`src/rtl/instr_sequencer_pkg.sv`:
```
// Purpose : shared types for the instruction sequencer (opcodes, ALU selects, FSM states).
// Latency : n/a (types and pure functions only).
// Backpr. : n/a.
package instr_sequencer_pkg;

    // Two-bit opcode held in the top bits of every instruction word.
    typedef enum logic [1:0] {
        OP_ADD = 2'b00,
        OP_SUB = 2'b01,
        OP_CMP = 2'b10,
        OP_SW  = 2'b11
    } opcode_t;

    // ALU operation selects presented on alu_op.
    localparam logic [3:0] ALU_ADD   = 4'b0010;
    localparam logic [3:0] ALU_SUB   = 4'b0110;
    localparam logic [3:0] ALU_CMP   = 4'b0111;
    localparam logic [3:0] ALU_STORE = 4'b0000;

    // Sequencer states.
    typedef enum logic [2:0] {
        S_IDLE   = 3'd0,
        S_FETCH  = 3'd1,
        S_DECODE = 3'd2,
        S_EXEC   = 3'd3,
        S_WB     = 3'd4,
        S_MEM    = 3'd5,
        S_ERROR  = 3'd6
    } state_t;

    // Opcode to ALU select mapping.
    function automatic logic [3:0] opcode_to_alu(input opcode_t op);
        case (op)
            OP_ADD:  return ALU_ADD;
            OP_SUB:  return ALU_SUB;
            OP_CMP:  return ALU_CMP;
            default: return ALU_STORE;
        endcase
    endfunction

    // busy is high everywhere except the two parked states.
    function automatic logic state_is_busy(input state_t s);
        return !((s == S_IDLE) || (s == S_ERROR));
    endfunction

endpackage

```
`src/rtl/instr_sequencer_op_decode.sv`:
```
// Purpose : combinational opcode to ALU-select decoder.
// Latency : 0 cycles (pure combinational).
// Backpr. : none; output follows input.
// Ports   : i_opcode  - opcode field of the instruction register
//           o_alu_op  - ALU operation select
module op_decode
    import instr_sequencer_pkg::*;
(
    input  opcode_t    i_opcode,
    output logic [3:0] o_alu_op
);

    always_comb begin
        o_alu_op = opcode_to_alu(i_opcode);
    end

endmodule

```
`src/rtl/instr_sequencer.sv`:
```
// Purpose : multi-cycle instruction sequencer (fetch/decode/exec/writeback or store) with ack timeouts.
// Latency : 4 cycles per instruction minimum (FETCH, DECODE, EXEC, WB or MEM) with first-cycle acks.
// Backpr. : FETCH holds imem_req until imem_ack, MEM holds dmem_we until dmem_ack; MAX_WAIT missed acks park in ERROR.
// Ports   : clk, rst_n (async active-low)      - clock and reset
//           start / stop                        - run control (start in IDLE/ERROR, stop at WB/MEM exit)
//           imem_req / imem_ack / imem_rdata    - instruction fetch handshake
//           dmem_we / dmem_ack                  - data store handshake
//           pc / ir / alu_op / reg_write        - datapath control outputs
//           busy / err                          - status (err is sticky until restarted)
module instr_sequencer
    import instr_sequencer_pkg::*;
#(
    parameter int PC_W     = 8,
    parameter int INSTR_W  = 16,
    parameter int MAX_WAIT = 15
) (
    input  logic               clk,
    input  logic               rst_n,
    input  logic               start,
    input  logic               stop,
    output logic               imem_req,
    input  logic               imem_ack,
    input  logic [INSTR_W-1:0] imem_rdata,
    output logic [PC_W-1:0]    pc,
    output logic [INSTR_W-1:0] ir,
    output logic [3:0]         alu_op,
    output logic               reg_write,
    output logic               dmem_we,
    input  logic               dmem_ack,
    output logic               busy,
    output logic               err
);

    // Counter must be able to hold MAX_WAIT itself.
    localparam int WAIT_W = (MAX_WAIT < 2) ? 1 : $clog2(MAX_WAIT + 1);
    // Count value during the last allowed un-acked cycle; a miss here reaches MAX_WAIT.
    localparam logic [WAIT_W-1:0] WAIT_LAST = WAIT_W'(MAX_WAIT - 1);

    state_t              r_state;
    logic [WAIT_W-1:0]   r_wait;
    logic [PC_W-1:0]     r_pc;
    logic [INSTR_W-1:0]  r_ir;
    logic [3:0]          r_alu_op;
    logic                r_imem_req;
    logic                r_dmem_we;
    logic                r_reg_write;
    logic                r_busy;
    logic                r_err;

    state_t              w_next;
    logic                w_ir_load;
    logic                w_pc_inc;
    opcode_t             w_opcode;
    logic [3:0]          w_alu_op;

    assign w_opcode = opcode_t'(r_ir[INSTR_W-1 -: 2]);

    op_decode u_op_decode (
        .i_opcode (w_opcode),
        .o_alu_op (w_alu_op)
    );

    // Next-state decision. An ack in the final allowed cycle is tested
    // before the timeout so the ack always wins the tie.
    always_comb begin
        w_next    = r_state;
        w_ir_load = 1'b0;
        w_pc_inc  = 1'b0;
        case (r_state)
            S_IDLE: begin
                if (start) w_next = S_FETCH;
            end
            S_FETCH: begin
                if (imem_ack) begin
                    w_next    = S_DECODE;
                    w_ir_load = 1'b1;
                end else if (r_wait == WAIT_LAST) begin
                    w_next = S_ERROR;
                end
            end
            S_DECODE: begin
                w_next = S_EXEC;
            end
            S_EXEC: begin
                w_next = (w_opcode == OP_SW) ? S_MEM : S_WB;
            end
            S_WB: begin
                w_pc_inc = 1'b1;
                w_next   = stop ? S_IDLE : S_FETCH;
            end
            S_MEM: begin
                if (dmem_ack) begin
                    w_pc_inc = 1'b1;
                    w_next   = stop ? S_IDLE : S_FETCH;
                end else if (r_wait == WAIT_LAST) begin
                    w_next = S_ERROR;
                end
            end
            S_ERROR: begin
                if (start) w_next = S_FETCH;
            end
            default: begin
                w_next = S_IDLE;
            end
        endcase
    end

    // State plus every output register. Strobes are computed from the
    // state being entered, so each one is a pure function of r_state.
    always_ff @(posedge clk or negedge rst_n) begin
        if (!rst_n) begin
            r_state     <= S_IDLE;
            r_wait      <= '0;
            r_pc        <= '0;
            r_ir        <= '0;
            r_alu_op    <= ALU_STORE;
            r_imem_req  <= 1'b0;
            r_dmem_we   <= 1'b0;
            r_reg_write <= 1'b0;
            r_busy      <= 1'b0;
            r_err       <= 1'b0;
        end else begin
            r_state     <= w_next;
            r_imem_req  <= (w_next == S_FETCH);
            r_dmem_we   <= (w_next == S_MEM);
            r_reg_write <= (w_next == S_WB);
            r_busy      <= state_is_busy(w_next);

            // Fresh count on each entry to a waiting state; otherwise count misses.
            if ((w_next != r_state) && ((w_next == S_FETCH) || (w_next == S_MEM))) begin
                r_wait <= '0;
            end else if (((r_state == S_FETCH) && !imem_ack) ||
                         ((r_state == S_MEM) && !dmem_ack)) begin
                r_wait <= r_wait + 1'b1;
            end

            if (w_ir_load) r_ir <= imem_rdata;
            if (w_pc_inc)  r_pc <= r_pc + 1'b1;

            // alu_op is captured on entry to EXEC and held through WB/MEM.
            if (w_next == S_EXEC) r_alu_op <= w_alu_op;

            if ((w_next == S_ERROR) && (r_state != S_ERROR)) begin
                r_err <= 1'b1;
            end else if ((r_state == S_ERROR) && start) begin
                r_err <= 1'b0;
            end
        end
    end

    assign imem_req  = r_imem_req;
    assign dmem_we   = r_dmem_we;
    assign reg_write = r_reg_write;
    assign busy      = r_busy;
    assign err       = r_err;
    assign pc        = r_pc;
    assign ir        = r_ir;
    assign alu_op    = r_alu_op;

endmodule

```
`config.mk`:
```
export PLATFORM = sky130hd
export DESIGN_NAME = instr_sequencer
export DESIGN_NICKNAME = d
export VERILOG_FILES = /design/src/rtl/instr_sequencer_pkg.sv /design/src/rtl/instr_sequencer_op_decode.sv /design/src/rtl/instr_sequencer.sv
export SDC_FILE = /design/constraint.sdc
export NUM_CORES = 1
export LEC_CHECK = 0
export BUFFER_PORTS_ARGS = -buffer_cell sky130_fd_sc_hd__buf_4
export CORE_ASPECT_RATIO = 2
export CORE_MARGIN = 4
export CORE_UTILIZATION = 45
export CTS_CLUSTER_SIZE = 10
export DETAILED_ROUTE_END_ITERATION = 8
export HOLD_SLACK_MARGIN = 0.05
export PLACE_DENSITY = 0.7
export SLEW_MARGIN = 0
export SYNTH_ARGS = -nofsm -noshare
export SYNTH_HDL_FRONTEND = slang
export SYNTH_SLANG_ARGS = --single-unit
```
`constraint.sdc`:
```
create_clock -name clk -period 1.8 [get_ports clk]
set_clock_uncertainty 0.05 [all_clocks]
set_input_delay 0.45 -clock clk [delete_from_list [all_inputs] [get_ports clk]]
set_output_delay 0.45 -clock clk [all_outputs]
set_load 0.02 [all_outputs]
```
==> results.sh <==
export IMPL_cts_root_buf="clkbuf_8"
export IMPL_vdd_ir_drop_max_mv=0.979
export IMPL_rows=32
export IMPL_swShare=0.395
export IMPL_clk_pin_slew_worst_paths_ns=0.07
export IMPL_grt_pass1_vias=1471
export IMPL_dieHeight_um=97.3
export IMPL_timing_hold_violations_final=0
export IMPL_clk_latency_ns=0.29
export IMPL_synth_distinct_cells=40
export IMPL_crit_path_end_kind="flop"
export IMPL_dp_hpwl_um=3320
export IMPL_fin_crit_ns=1.71
export IMPL_ys_warn_count=0
export IMPL_areaGrowthSynthToFinish_pct=35.8
export IMPL_routed_via_density=5.19
export IMPL_ctsHoldBuffers=0
export IMPL_hold_class="in -> async"
export IMPL_ys_seq_area_frac=0.544
export IMPL_p_per_area_nw_per_um2=1750
export IMPL_fmaxAchievable_mhz=583
export IMPL_ys_ff_latch=39
export IMPL_grt_max_degree=40
export IMPL_reg2regPathDepth=6
export IMPL_grt_pass1_wl_um=7230
export IMPL_drv_slew=0
export IMPL_avgSynthCellArea_um2=12.2
export IMPL_htreeDepth=2
export IMPL_totalWireLength_um=4230
export IMPL_finalSetupViolCount=0
export IMPL_dr_pass1_iters=2
export IMPL_cp_start_kind="flop"
export IMPL_worstPathMaxFanout=8
export IMPL_power_leakage_nw=1.15
export IMPL_rsz0062_at_grt="no"
export IMPL_antenna_found_initial=0
export IMPL_combPwrFrac=0.511
export IMPL_r2r_end="dmem_we$_DFF_PN0_"
export IMPL_dominantRegCellSynth="dfrtp_1"
export IMPL_clk_path_buf_depth=2
export IMPL_wl_met2_um=2370
export IMPL_grt_usage=0.188
export IMPL_met3_length_um=229
export IMPL_ios=55
export IMPL_io_buffer_count=53
export IMPL_die_w_um=52.6
export IMPL_postSynthNetCount=175
export IMPL_internal_power_mw=2.57
export IMPL_dieArea_um2=5120
export IMPL_cts_buffers=5
export IMPL_finalCritPeriodShare=0.953
export IMPL_initial_core_util=0.466
export IMPL_synthCells=147
export IMPL_layout_drive_gt1_share=0.477
export IMPL_reg2reg_from="r_wait[0]$_DFFE_PN0P_"
export IMPL_antennaDiodeCount=0
export IMPL_synth_edf_count=0
export IMPL_dpl_instance_area_um2=2330
export IMPL_switching_power_mw=1.68
export IMPL_wl_met1_um=1480
export IMPL_clkPwrFrac=0.130
export IMPL_required_ns=1.93
export IMPL_fin_setup_tns_ns=0
export IMPL_power_frac_seq=0.359
export IMPL_fin_nets=241
export IMPL_status="complete, no violations"
export IMPL_vias=1375
export IMPL_core_um2=3840
export IMPL_cts_tree="yes"
export IMPL_r2r_slack_ns=0.09
export IMPL_cts_sinks=39
export IMPL_drt_iter0_drc=15
export IMPL_drtAntennaViolNets=0
export IMPL_synth_async_sr_flop_share=1.00
export IMPL_drv_cap=0
export IMPL_critPathKind="reg -> reg"
export IMPL_design_area_um2=2430
export IMPL_gp_congestion=0.870
export IMPL_drc=0
export IMPL_critPathArrivalTime_ns=1.84
export IMPL_top_layer="met4"
export IMPL_gr_total_overflow=0
export IMPL_syn_area_um2=1790
export IMPL_avgRoutedWirePerCell_um=15.9
## layer usage
layer  GRT usage  vias to the layer above
met2       0.318                       49
met1       0.216                      668
met5           0                        -
met4      0.0787                        0
met3      0.0461                       12
li1            -                      646
## cell usage in the layout, fill, tap and decap left out, types with 2 or more instances in the layout
master and n:
dfrtp_1 38, nor3b_1 2, buf_4 65, nor2_1 5, nor2b_1 2, nand3_1 5, and2_1 2, nor4_1 2
mux2_2 17, clkbuf_8 5, o21ai_0 5, clkbuf_1 2, inv_1 2, o31ai_1 2, xor2_1 3, nand4_1 3
a21oi_1 6, ha_1 5, nand2_1 4, nor4b_1 2, xnor2_1 7, nand2b_1 3
## synth_stat cells, drive strengths merged, types with 2 or more instances
| library cell | n | area [um2] |
|---|---|---|
| o31ai | 2 | 15.0 |
| nor2 | 6 | 25.0 |
| and2 | 2 | 12.5 |
| nand3 | 6 | 30.0 |
| o21ai | 6 | 30.0 |
| inv | 3 | 11.3 |
| a21oi | 7 | 35.0 |
| nor2b | 3 | 26.3 |
| buf | 7 | 48.8 |
| nor3 | 2 | 10.0 |
| xor2 | 3 | 26.3 |
| ha | 6 | 75.1 |
| nor3b | 2 | 15.0 |
| dfrtp | 39 | 976 |
| nor4b | 2 | 17.5 |
| nand2 | 4 | 15.0 |
| mux2 | 17 | 191 |
| nor4 | 2 | 12.5 |
| nand4 | 3 | 18.8 |
| xnor2 | 7 | 61.3 |
| nand2b | 3 | 18.8 |
## cells by family after synthesis
group	after synthesis	share of synthesized area
adder cells (fa/ha/maj)	6	0.0419
flip-flops	39	0.544
XOR/XNOR	10	0.0489
other	1	0.00209
buffers and inverters	10	0.0335
AO/OA/AOI/OAI	21	0.0719
AND/OR/NAND/NOR	43	0.151
multiplexers	17	0.107
## how the worst max path moves through the flow
stage                                from                end  slack, ns  cells after the start
detailed placement   r_state[1]$_DFF_PN0_     busy$_DFF_PN0_      -0.03                      5
finish              r_wait[0]$_DFFE_PN0P_  dmem_we$_DFF_PN0_       0.09                      6
global placement     r_state[1]$_DFF_PN0_     busy$_DFF_PN0_     -0.004                      5
global route           ir[15]$_DFFE_PN0P_  dmem_we$_DFF_PN0_       0.02                      5
CTS                  r_state[1]$_DFF_PN0_     busy$_DFF_PN0_       0.04                      5
floorplan           r_wait[0]$_DFFE_PN0P_  dmem_we$_DFF_PN0_       0.03                      7
## flip-flops by register name, summed over array words and instances, names as in the netlist
signal and count:
reg_write 1, ir 16, imem_req 1, r_wait 4
r_state 3, pc 8, alu_op 3, dmem_we 1
busy 1, err 1
## worst max-delay path, cell delays in order, from the launching register on
cell and delay, ns:
dfrtp_1 0.41, inv_2 0.11, ha_4 0.13, nand3_2 0.08, and4_4 0.17, or4_4 0.48
and3b_1 0.19
## power groups by stage
stage,logic (mW),clock network (mW),registers (mW)
CTS,2.17,0.580,1.53
detailed placement,2.16,0,1.54
floorplan,0.941,0,1.85
global route,2.36,0.623,1.59
finish,2.17,0.555,1.53
global placement,2.10,0,1.52
## stage by stage
| stage | total power [mW] | setup slack [ns] | cells | utilization | hold WS, ns |
|---|---|---|---|---|---|
| finish | 4.26 | 0.0854 | 265 | 0.633 | 0.0766 |
| global route | 4.57 | 0.0168 | 265 | 0.633 | 0.101 |
| CTS | 4.28 | 0.0364 | 265 | 0.630 | 0.0828 |
| detailed placement | 3.70 | -0.0322 | 257 | 0.607 | 0.399 |
| global placement | 3.62 | -0.00388 | 257 | 0.607 | 0.393 |
| floorplan | 2.79 | 0.0288 | 147 | - | 0.104 |
## what timing repair did
item | in CTS | in global routing
pin swaps | 1 | 1
buffers inserted | 0 | 0
gates resized for setup | 2 | 4
setup endpoints to repair | 3 | 5
## layout make-up
class	instances	area, um2
clock buffer	7	76.3
clock inverter	1	5.00
fill	336	1410
inverter	3	11.3
multi-input combinational	98	793
sequential	39	977
tap	51	63.8
timing repair buffer	66	508
No activity file was read; power rests on OpenSTA's default activity.
